`config.mk`:
```
export PLATFORM = sky130hd
export DESIGN_NAME = ifetch_ctrl
export DESIGN_NICKNAME = d
export VERILOG_FILES = /design/src/rtl/ifetch_pkg.sv /design/src/rtl/ifetch_fifo.sv /design/src/rtl/ifetch_ctrl.sv
export SDC_FILE = /design/constraint.sdc
export NUM_CORES = 1
export LEC_CHECK = 0
export BUFFER_PORTS_ARGS = -buffer_cell sky130_fd_sc_hd__buf_2
export CORE_ASPECT_RATIO = 0.8
export CORE_MARGIN = 1
export CORE_UTILIZATION = 51
export DETAILED_ROUTE_END_ITERATION = 16
export PLACE_DENSITY_LB_ADDON = 0.1
export SYNTH_ARGS = -nofsm -noshare
export SYNTH_HDL_FRONTEND = slang
export SYNTH_HIERARCHICAL = 1
export SYNTH_SLANG_ARGS = --single-unit
```
`constraint.sdc`:
```
create_clock -name clk -period 7.8 [get_ports clk]
set_clock_uncertainty 0.1 [all_clocks]
set_input_delay 1.17 -clock clk [delete_from_list [all_inputs] [get_ports clk]]
set_output_delay 1.17 -clock clk [all_outputs]
set_load 0.02 [all_outputs]
```
`src/rtl/ifetch_pkg.sv`:
```
// Shared types and constants for the instruction-fetch initiator.
// Optional range checking is enabled by defining IFETCH_RANGE_CHECK_EN.
package ifetch_pkg;

  typedef enum logic {IDLE = 1'b0, RUN = 1'b1} state_e;

`ifdef IFETCH_RANGE_CHECK_EN
  localparam int ENTRY_W = 65;  // {fault, pc, instr}
`else
  localparam int ENTRY_W = 64;  // {pc, instr}
`endif

  localparam logic [31:0] PC_INC = 32'd4;

endpackage

```
`src/rtl/ifetch_fifo.sv`:
```
// Skid FIFO between the RAM response port and decode.
// Flush beats push and pop; the head is zeroed while empty.
module ifetch_fifo #(
  parameter int DEPTH = 2,
  parameter int WIDTH = 64
) (
  input  logic                         clk,
  input  logic                         rst,
  input  logic                         push,
  input  logic                         pop,
  input  logic                         flush,
  input  logic [WIDTH-1:0]             wdata,
  output logic [$clog2(DEPTH+1)-1:0]   count,
  output logic                         head_valid,
  output logic [WIDTH-1:0]             head_data
);

  localparam int CW = $clog2(DEPTH+1);
  localparam int PW = (DEPTH > 1) ? $clog2(DEPTH) : 1;

  logic [WIDTH-1:0] mem [DEPTH];
  logic [PW-1:0]    rd_ptr, wr_ptr;
  logic             do_pop;

  function automatic logic [PW-1:0] bump(input logic [PW-1:0] p);
    return (p == PW'(DEPTH-1)) ? '0 : p + PW'(1);
  endfunction

  assign head_valid = (count != '0);
  assign do_pop     = pop & head_valid;
  assign head_data  = head_valid ? mem[rd_ptr] : '0;

  always_ff @(posedge clk or negedge rst) begin
    if (!rst) begin
      rd_ptr <= '0;
      wr_ptr <= '0;
      count  <= '0;
    end else if (flush) begin
      rd_ptr <= '0;
      wr_ptr <= '0;
      count  <= '0;
    end else begin
      if (push)   wr_ptr <= bump(wr_ptr);
      if (do_pop) rd_ptr <= bump(rd_ptr);
      count <= count + CW'(push) - CW'(do_pop);
    end
  end

  always_ff @(posedge clk) begin
    if (push && !flush) mem[wr_ptr] <= wdata;
  end

  always_ff @(posedge clk) begin
    if (rst && !flush)
      assert (!(push && count == CW'(DEPTH) && !do_pop))
        else $error("ifetch_fifo: push into full FIFO");
  end

endmodule

```
`src/rtl/ifetch_ctrl.sv`:
```
// Sequential instruction fetch with credit-based issue, skid FIFO and redirect flush.
// Define IFETCH_RANGE_CHECK_EN to tag out-of-range PCs and stall on them.
module ifetch_ctrl
  import ifetch_pkg::*;
#(
  parameter logic [31:0] RESET_PC   = 32'h0000_0000,
  parameter int          ADDR_W     = 8,
  parameter int          FIFO_DEPTH = 2
) (
  input  logic              clk,
  input  logic              rst,
  input  logic              fetch_en,
  input  logic              redirect_valid,
  input  logic [31:0]       redirect_pc,
  output logic              mem_request,
  output logic [ADDR_W-1:0] mem_address,
  input  logic              mem_valid,
  input  logic [31:0]       mem_read_data,
  output logic              if_valid,
  input  logic              if_ready,
  output logic [31:0]       if_pc,
  output logic [31:0]       if_instr
`ifdef IFETCH_RANGE_CHECK_EN
  ,
  output logic              if_fault
`endif
);

  localparam int CW = $clog2(FIFO_DEPTH+1);

  state_e            state, state_nxt;
  logic [31:0]       fetch_pc, inflight_pc, rpc;
  logic              inflight, issue, pop, push, credit_ok, halt;
  logic [CW-1:0]     count;
  logic [CW:0]       used, limit;
  logic [ENTRY_W-1:0] wdata, head_data;

  assign rpc   = redirect_pc & ~32'h3;
  assign pop   = if_valid & if_ready;
  assign push  = mem_valid & inflight & ~redirect_valid;
  // A popped slot can be reissued in the same cycle, giving one fetch per clock at depth 2.
  assign used  = {1'b0, count} + (CW+1)'(inflight);
  assign limit = (CW+1)'(FIFO_DEPTH) + (CW+1)'(pop);
  assign credit_ok = used < limit;

  always_comb begin
    state_nxt   = state;
    issue       = 1'b0;
    mem_address = fetch_pc[ADDR_W+1:2];
    case (state)
      IDLE: if (fetch_en) state_nxt = RUN;
      RUN: begin
        if (!fetch_en) state_nxt = IDLE;
        issue = fetch_en & (redirect_valid | (credit_ok & ~halt));
      end
      default: state_nxt = IDLE;
    endcase
    if (redirect_valid) mem_address = rpc[ADDR_W+1:2];
  end

  assign mem_request = issue;

  always_ff @(posedge clk or negedge rst) begin
    if (!rst) begin
      state       <= IDLE;
      fetch_pc    <= RESET_PC;
      inflight    <= 1'b0;
      inflight_pc <= '0;
    end else begin
      state    <= state_nxt;
      inflight <= issue;
      if (issue) inflight_pc <= redirect_valid ? rpc : fetch_pc;
      if (redirect_valid) fetch_pc <= issue ? rpc + PC_INC : rpc;
      else if (issue)     fetch_pc <= fetch_pc + PC_INC;
    end
  end

`ifdef IFETCH_RANGE_CHECK_EN
  logic entry_fault;
  assign entry_fault = |inflight_pc[31:ADDR_W+2];
  assign wdata = {entry_fault, inflight_pc, mem_read_data};
  assign {if_fault, if_pc, if_instr} = head_data;

  // Issue stays parked after a faulted push until software redirects.
  always_ff @(posedge clk or negedge rst) begin
    if (!rst)                     halt <= 1'b0;
    else if (redirect_valid)      halt <= 1'b0;
    else if (push && entry_fault) halt <= 1'b1;
  end
`else
  assign halt  = 1'b0;
  assign wdata = {inflight_pc, mem_read_data};
  assign {if_pc, if_instr} = head_data;
`endif

  ifetch_fifo #(.DEPTH(FIFO_DEPTH), .WIDTH(ENTRY_W)) u_fifo (
    .clk        (clk),
    .rst        (rst),
    .push       (push),
    .pop        (pop),
    .flush      (redirect_valid),
    .wdata      (wdata),
    .count      (count),
    .head_valid (if_valid),
    .head_data  (head_data)
  );

  always_ff @(posedge clk) begin
    if (rst)
      assert (!(mem_valid && !inflight))
        else $warning("ifetch_ctrl: mem_valid with no outstanding request ignored");
  end

endmodule

```
==> flow_summary.toml, run 1 <==
[outcome]
status = "finished clean"

[synth]
avgSynthCellArea_um2 = 12.43
synth.yosys.seq_area_share_pct = 60.44
yosysWarnings = 6
largest_family_of_logic_cells_by_synthesized_area = "simple AND/OR/NAND/NOR gates"
async_flop_share_pct = 34.36
synth.cell_area_um2 = 9134
synth_top_area_share_pct = 42.08
nets_in_the_synthesized_netlist = 811
postSynthRegisterBits = 195
yosys.cell_types.count = 52
synth-adder-area-share_pct = 0.8219
ys_top_cells_by_area = "sky130_fd_sc_hd__edfxtp_1 (42%), sky130_fd_sc_hd__dfrtp_1 (18%), sky130_fd_sc_hd__mux2i_1 (12%)"
yosysMostFrequentCell = "sky130_fd_sc_hd__edfxtp_1"
post_synth_and_or_nand_nor_area_fraction_pct = 14.89
synth-edff-count = 128
post-synth-top-area-cell = "sky130_fd_sc_hd__edfxtp_1"
mux_share_of_post_synthesis_cell_area_pct = 13.08
syn-instance-count = 735
synth_top_flop_cell = "sky130_fd_sc_hd__edfxtp_1"
synth_compound_gate_area_share_pct = 3.192
synth.top_cells.by_count = "sky130_fd_sc_hd__edfxtp_1 (128), sky130_fd_sc_hd__mux2i_1 (107), sky130_fd_sc_hd__nor2_1 (88)"
synth_xor_area_share_pct = 4.370

[global_routing]
number_of_global_route_vias_before_repair = 5954
antenna_found_initial = 0
globalRouteOverflowTotal = 0
groute.usage.overall_pct = 22.57
grt_first_pass_wirelength_um = 31290
grt_max_degree = 70

[placement]
dpl.cell_count = 1072
dp_worst_setup_slack_ns = 3.220
dpl.hpwl_um = 12940
routabilityCongestion = 0.8961
io_buffers = 141

[detailed_routing]
drc = 0
drtPass1Iterations = 5
drt-vias-per-instance = 5.644
detail_route.iter0.violations = 512
postRouteAntennaNets = 0
finalWirelength_um = 19870
route.detailed.wl_per_inst_um = 18.00
num_vias = 6231

[clocking]
cts_inserted_buffers = 17
cts-hold-fix-buffers = 0
clkLatencyLatePin_ns = 0.43
cts.reportedPaths.clkPinSlew_ns = 0.07
clock_path_buffers = 2
clock_sink_count = 195
postCtsSetupBuffers = 0
cts.root.buffer_cell = "sky130_fd_sc_hd__clkbuf_16"
cts_repair_resize_count = 0
cts_htree_levels = 4
clock_tree_from_tritoncts = "yes"

[power]
combPwrFrac_pct = 9.1
power_leakage_nw = 4.134
net_sw_share_pct = 25.14
pwr-share-clk_pct = 38.2
p_sw_mw = 0.5802
power-per-cell-area_nw_per_um2 = 218.8
p_seq_share_pct = 52.7
p_int_mw = 1.728
ir_drop_mv = 0.1662

[sta]
slew_headroom_pct = 20.26
final_min_period_over_clock_period_pct = 56.85
drv_slew = 0
worst_slew_pin_slew_ns = 1.185
hold_slack_ns = 0.3763
rsz_0062_raised_after_global_routing = "no"
setup_ws_ns = 3.366
fmaxAchievable_mhz = 225.5
final.min_clock_period_ns = 4.434
setup_viol = 0
hold_violations = 0
final_tns_setup_ns = 0

[worst_setup_path]
crit_top_cell = "sky130_fd_sc_hd__buf_2"
cp_slowest_cell = "sky130_fd_sc_hd__buf_4"
crit_path_start = "redirect_valid"
critPathCaptureType = "output pin"
crit_path_max_fanout = 69
critical_path.cell_chain = "buf_2, buf_4, nor2b_1, a211o_1, inv_2, buf_2"
worst_ep_arrival_time_ns = 3.16
criticalPathCategory = "primary input to output pin"
critical_path.max_stage_delay_ns = 0.69
timing.rr.start = "u_fifo/count[0]"
required_time_worst_endpoint_ns = 6.53
startpoint_type = "primary input"

[die]
area_of_the_core_um2 = 17430
die_height_um = 121.7
die_area_um2 = 18450
std_cell_rows = 43
die_width_um = 151.6
floorplan.initialDensity_pct = 52.40
io_pins = 144

[worst_hold_path]
type_of_the_tightest_min_delay_check = "register to register"
timing.hold.worst.start = "inflight_pc[16]"

[final_layout]
final_layout_size_suffix_gt1_share_pct = 22.75
regArea_um2 = 5524
nNetsFinal = 942
area.growth.synth_to_final_pct = 15.52
final_cell_count_no_fill = 1104
fillers = 1460
n_antenna_cell = 0
multiInputGateArea_um2 = 3334

[flow_run]
max-cap-violations = 0
==> cell usage in the layout, fill, tap and decap left out, types with 11 or more instances in the layout <==
master | netlist | layout
sky130_fd_sc_hd__and3_1 | 11 | 11
sky130_fd_sc_hd__buf_2 | 10 | 141
sky130_fd_sc_hd__clkbuf_16 | 0 | 17
sky130_fd_sc_hd__dfrtp_1 | 67 | 66
sky130_fd_sc_hd__edfxtp_1 | 128 | 128
sky130_fd_sc_hd__mux2i_1 | 107 | 107
sky130_fd_sc_hd__nand2_1 | 62 | 62
sky130_fd_sc_hd__nand3_1 | 27 | 27
sky130_fd_sc_hd__nand4_1 | 27 | 27
sky130_fd_sc_hd__nor2_1 | 88 | 87
sky130_fd_sc_hd__nor4_1 | 14 | 14
sky130_fd_sc_hd__o21ai_0 | 23 | 23
sky130_fd_sc_hd__xnor2_1 | 23 | 23
sky130_fd_sc_hd__xor2_1 | 20 | 20
==> power by group through the flow <==
stage / Sequential (mW) / Combinational [mW] / Clock [mW]
6_report: 1.22 / 0.211 / 0.882
5_1_grt: 1.22 / 0.234 / 0.941
4_1_cts: 1.21 / 0.212 / 0.901
3_5_place_dp: 1.24 / 0.210 / 0
3_3_place_gp: 1.23 / 0.204 / 0
2_1_floorplan: 1.22 / 0.134 / 0
==> area by class of cell <==
| cell class | count | area share [%] |
|---|---|---|
| multi-input combinational | 491 | 31.60 |
| clock inverter | 14 | 1.589 |
| clock buffer | 18 | 4.067 |
| sequential | 195 | 52.35 |
| inverter | 11 | 0.3913 |
| tap | 225 | 2.668 |
| timing repair buffer | 150 | 7.328 |
==> worst max-delay path: cells and delay by family <==
| family | cells | cell delay [ns] |
|---|---|---|
| compound gates | 1 | 0.36 |
| simple gates | 1 | 0.18 |
| buf+inv | 4 | 1.42 |
==> through the flow <==
step / cell area (um^2) / power (mW) / util [%]
6_report: 10550 / 2.308 / 60.53
3_5_place_dp: 9955 / 1.447 / 57.11
4_1_cts: 10550 / 2.328 / 60.53
2_1_floorplan: 9134 / 1.352 / -
3_3_place_gp: 9955 / 1.436 / 57.11
5_1_grt: 10550 / 2.398 / 60.53
==> registers in the layout, summed over array words and instances, names as in the netlist <==
register,cells
inflight,1
u_fifo/wr_ptr,1
u_fifo/rd_ptr,1
state,1
inflight_pc,31
fetch_pc,30
u_fifo/count,2
u_fifo/mem,128
==> routing by layer <==
metal	vias up	track usage, %	part of all wire, %
met5	-	0	0
met2	253	33.68	45
met3	22	4.719	7.7
met4	0	6.683	1.3
met1	3000	33.23	46
li1	2956	-	-
==> worst paths after layout <==
| kind | to | slack [ns] | depth (start not counted) |
|---|---|---|---|
| worst max-delay path | mem_request | 3.37 | 6 |
| min in group asynchronous | inflight_pc[19] | 0.83 | 2 |
| worst min register to register | u_fifo/mem[0][48] | 0.38 | 0 |
| worst max register to register | fetch_pc[30] | 4.64 | 8 |
| max in group asynchronous | u_fifo/rd_ptr | 6.08 | 2 |
| worst min-delay path | u_fifo/mem[0][48] | 0.38 | 0 |
==> cells by family (layout without fill, tap and decap cells) <==
kind of cell               after synthesis  after routing
AOI/OAI and AO/OA                       47             47
xor gates and xnor gates                44             44
adders and majority gates                6              6
buffers and inverters                   49            193
DFF                                    195            195
muxes                                  117            117
and+or+nand+nor                        277            277
Power figures use the tool's default switching activity.
==> run 2, diff against run 1 <==
ABC_AREA = 1   (was not set)
clock period = 4.48 ns   (was 7.8 ns; I/O delays follow)
==> flow_summary.toml, run 2 <==
[placement]
dpl.hpwl_um = 16410
routabilityCongestion = 0.9232
dpl.cell_count = 1499
io_buffers = 141

[detailed_routing]
drtPass1Iterations = 6
drc = 0
drt-vias-per-instance = 5.308
postRouteAntennaNets = 0
route.detailed.wl_per_inst_um = 15.88
finalWirelength_um = 24320
num_vias = 8127
detail_route.iter0.violations = 660

[die]
die_height_um = 126.2
die_area_um2 = 19860
floorplan.initialDensity_pct = 52.01
std_cell_rows = 45
die_width_um = 157.3
io_pins = 144
area_of_the_core_um2 = 18920

[clocking]
cts_inserted_buffers = 17
cts.reportedPaths.clkPinSlew_ns = 0.08
cts_repair_resize_count = 0
clock_sink_count = 195
clock_tree_from_tritoncts = "yes"
cts_htree_levels = 4
postCtsSetupBuffers = 0
cts.root.buffer_cell = "sky130_fd_sc_hd__clkbuf_16"
clkLatencyLatePin_ns = 0.45
clock_path_buffers = 2
cts-hold-fix-buffers = 0

[worst_setup_path]
crit-reg2reg-capture = "fetch_pc[6]"
worst_ep_arrival_time_ns = 3.47
crit_top_cell = "sky130_fd_sc_hd__nand2_1"
timing.rr.start = "u_fifo/count[0]"
critPathCaptureType = "register"
critical_path_cell_count = 11
cp_slowest_cell = "sky130_fd_sc_hd__inv_1"
setup.reg_to_reg.worst_slack_ns = 1.20
criticalPathCategory = "register to register"
startpoint_type = "register"
critical_path.max_stage_delay_ns = 0.57
crit_path_max_fanout = 32
required_time_worst_endpoint_ns = 4.67
critical_path.cell_chain = "ha_1, ha_1, nand2_1, nand2_1, nand2_1, buf_4, nand2_1, nand2_2, inv_1, a21oi_1, a22oi_1"
worst_r2r_path_depth = 11
critical_path.top_delay_family = "buffers and inverters"
path_buf_inv = 2
crit_path_start = "u_fifo/count[0]"

[global_routing]
number_of_global_route_vias_before_repair = 7449
grt_max_degree = 73
antenna_found_initial = 0
groute.usage.overall_pct = 25.76
grt_use_met2_pct = 38.31
grtUsageMet1_pct = 38.06
use_met3_pct = 5.162
global_route.peak_usage_layer = "met2"
grt_first_pass_wirelength_um = 38810
globalRouteOverflowTotal = 0

[final_layout]
regMostFlops = "u_fifo/mem"
nNetsFinal = 1336
largest_register_ffs = 128
final_layout_size_suffix_gt1_share_pct = 18.46
area.growth.synth_to_final_pct = 15.14
n_antenna_cell = 0
mostFrequentLayoutCells = "sky130_fd_sc_hd__nand2_1 (408), sky130_fd_sc_hd__buf_2 (141), sky130_fd_sc_hd__edfxtp_1 (128)"
regArea_um2 = 5522
largestRegisters = "u_fifo/mem (128), inflight_pc (31), fetch_pc (30)"
mostFrequentLayoutCell = "sky130_fd_sc_hd__nand2_1"
final_core_utilization_pct = 59.89
fillers = 1677
multiInputGateArea_um2 = 3779
final_cell_count_no_fill = 1531

[sta]
hold_violations = 0
final_tns_setup_ns = 0
worst_slew_pin_slew_ns = 0.8334
rsz_0062_raised_after_global_routing = "no"
final.min_clock_period_ns = 3.278
fmaxAchievable_mhz = 305.1
final_min_period_over_clock_period_pct = 73.17
setup_viol = 0
slew_headroom_pct = 44.38
drv_slew = 0

[power]
p_seq_share_pct = 51.7
combPwrFrac_pct = 12.4
pwr-share-clk_pct = 36.0
p_sw_mw = 1.211
ir_drop_mv = 0.2497
power-per-cell-area_nw_per_um2 = 368.6
power_leakage_nw = 4.880
p_int_mw = 2.965
net_sw_share_pct = 29.00

[synth]
synth.yosys.seq_area_share_pct = 56.10
avgSynthCellArea_um2 = 8.646
synth-edff-count = 128
postSynthRegisterBits = 195
synth.top_cells.by_count = "sky130_fd_sc_hd__nand2_1 (408), sky130_fd_sc_hd__edfxtp_1 (128), sky130_fd_sc_hd__nor2_1 (101)"
yosys.cell_types.count = 41
synth_top_flop_cell = "sky130_fd_sc_hd__edfxtp_1"
synth.cell_area_um2 = 9839
async_flop_share_pct = 34.36
syn-instance-count = 1138
synth_top_area_share_pct = 39.06
post-synth-top-area-cell = "sky130_fd_sc_hd__edfxtp_1"
yosysWarnings = 6
yosysMostFrequentCell = "sky130_fd_sc_hd__nand2_1"
nets_in_the_synthesized_netlist = 1214
ys_top_cells_by_area = "sky130_fd_sc_hd__edfxtp_1 (39%), sky130_fd_sc_hd__dfrtp_1 (17%), sky130_fd_sc_hd__nand2_1 (16%)"

[outcome]
status = "finished clean"

[worst_hold_path]
type_of_the_tightest_min_delay_check = "primary input to async pin"

[flow_run]
max-cap-violations = 0
==> run 2: worst max path at each step <==
| stage | end | slack (ns) |
|---|---|---|
| after CTS | fetch_pc[6] | 1.18 |
| after floorplan | u_fifo/mem[0][0] | 0.82 |
| after global routing | fetch_pc[6] | 0.95 |
| after detailed placement | fetch_pc[6] | 1.20 |
| final | fetch_pc[6] | 1.20 |
| after global placement | fetch_pc[6] | 1.27 |
==> run 2: stage by stage <==
step	area [um^2]	hold WS (ns)	power [mW]	setup WS, ns
after detailed placement	10740	0.3524	2.708	1.197
after floorplan	9844	0.2764	2.508	0.8181
after global routing	11330	0.1014	4.354	0.9478
after global placement	10740	0.3497	2.696	1.274
final	11330	0.06582	4.176	1.202
after CTS	11330	0.07392	4.198	1.182
==> run 2: final cells by class <==
type,count,share of cell area [%]
timing repair buffer,153,7.245
multi-input combinational,813,33.35
sequential,195,48.74
tap,258,2.849
clock inverter,15,1.414
inverter,80,2.650
clock buffer,17,3.755
==> run 2: power by group through the flow <==
stage	clock network (mW)	logic (mW)	registers [mW]
floorplan	0	0.353	2.15
global placement	0	0.505	2.19
detailed placement	0	0.513	2.20
CTS	1.53	0.516	2.16
global route	1.60	0.582	2.17
finish	1.50	0.516	2.16
==> run 2: kinds of logic (layout without fill, tap and decap cells) <==
family	after synthesis	count (layout)	share of synthesized area [%]
buf+inv	130	265	5.837
flops	195	195	56.10
fa+ha+maj	6	6	0.7630
xor+xnor	12	12	1.068
compound gates	140	140	7.668
simple gates	655	655	28.56
==> run 2: per-layer routing <==
layer  share of wire (%)  routed length (um)
met3                 7.3                1765
met4                 1.3                 312
met5                   0                   0
met2                  43               10510
met1                  48               11730
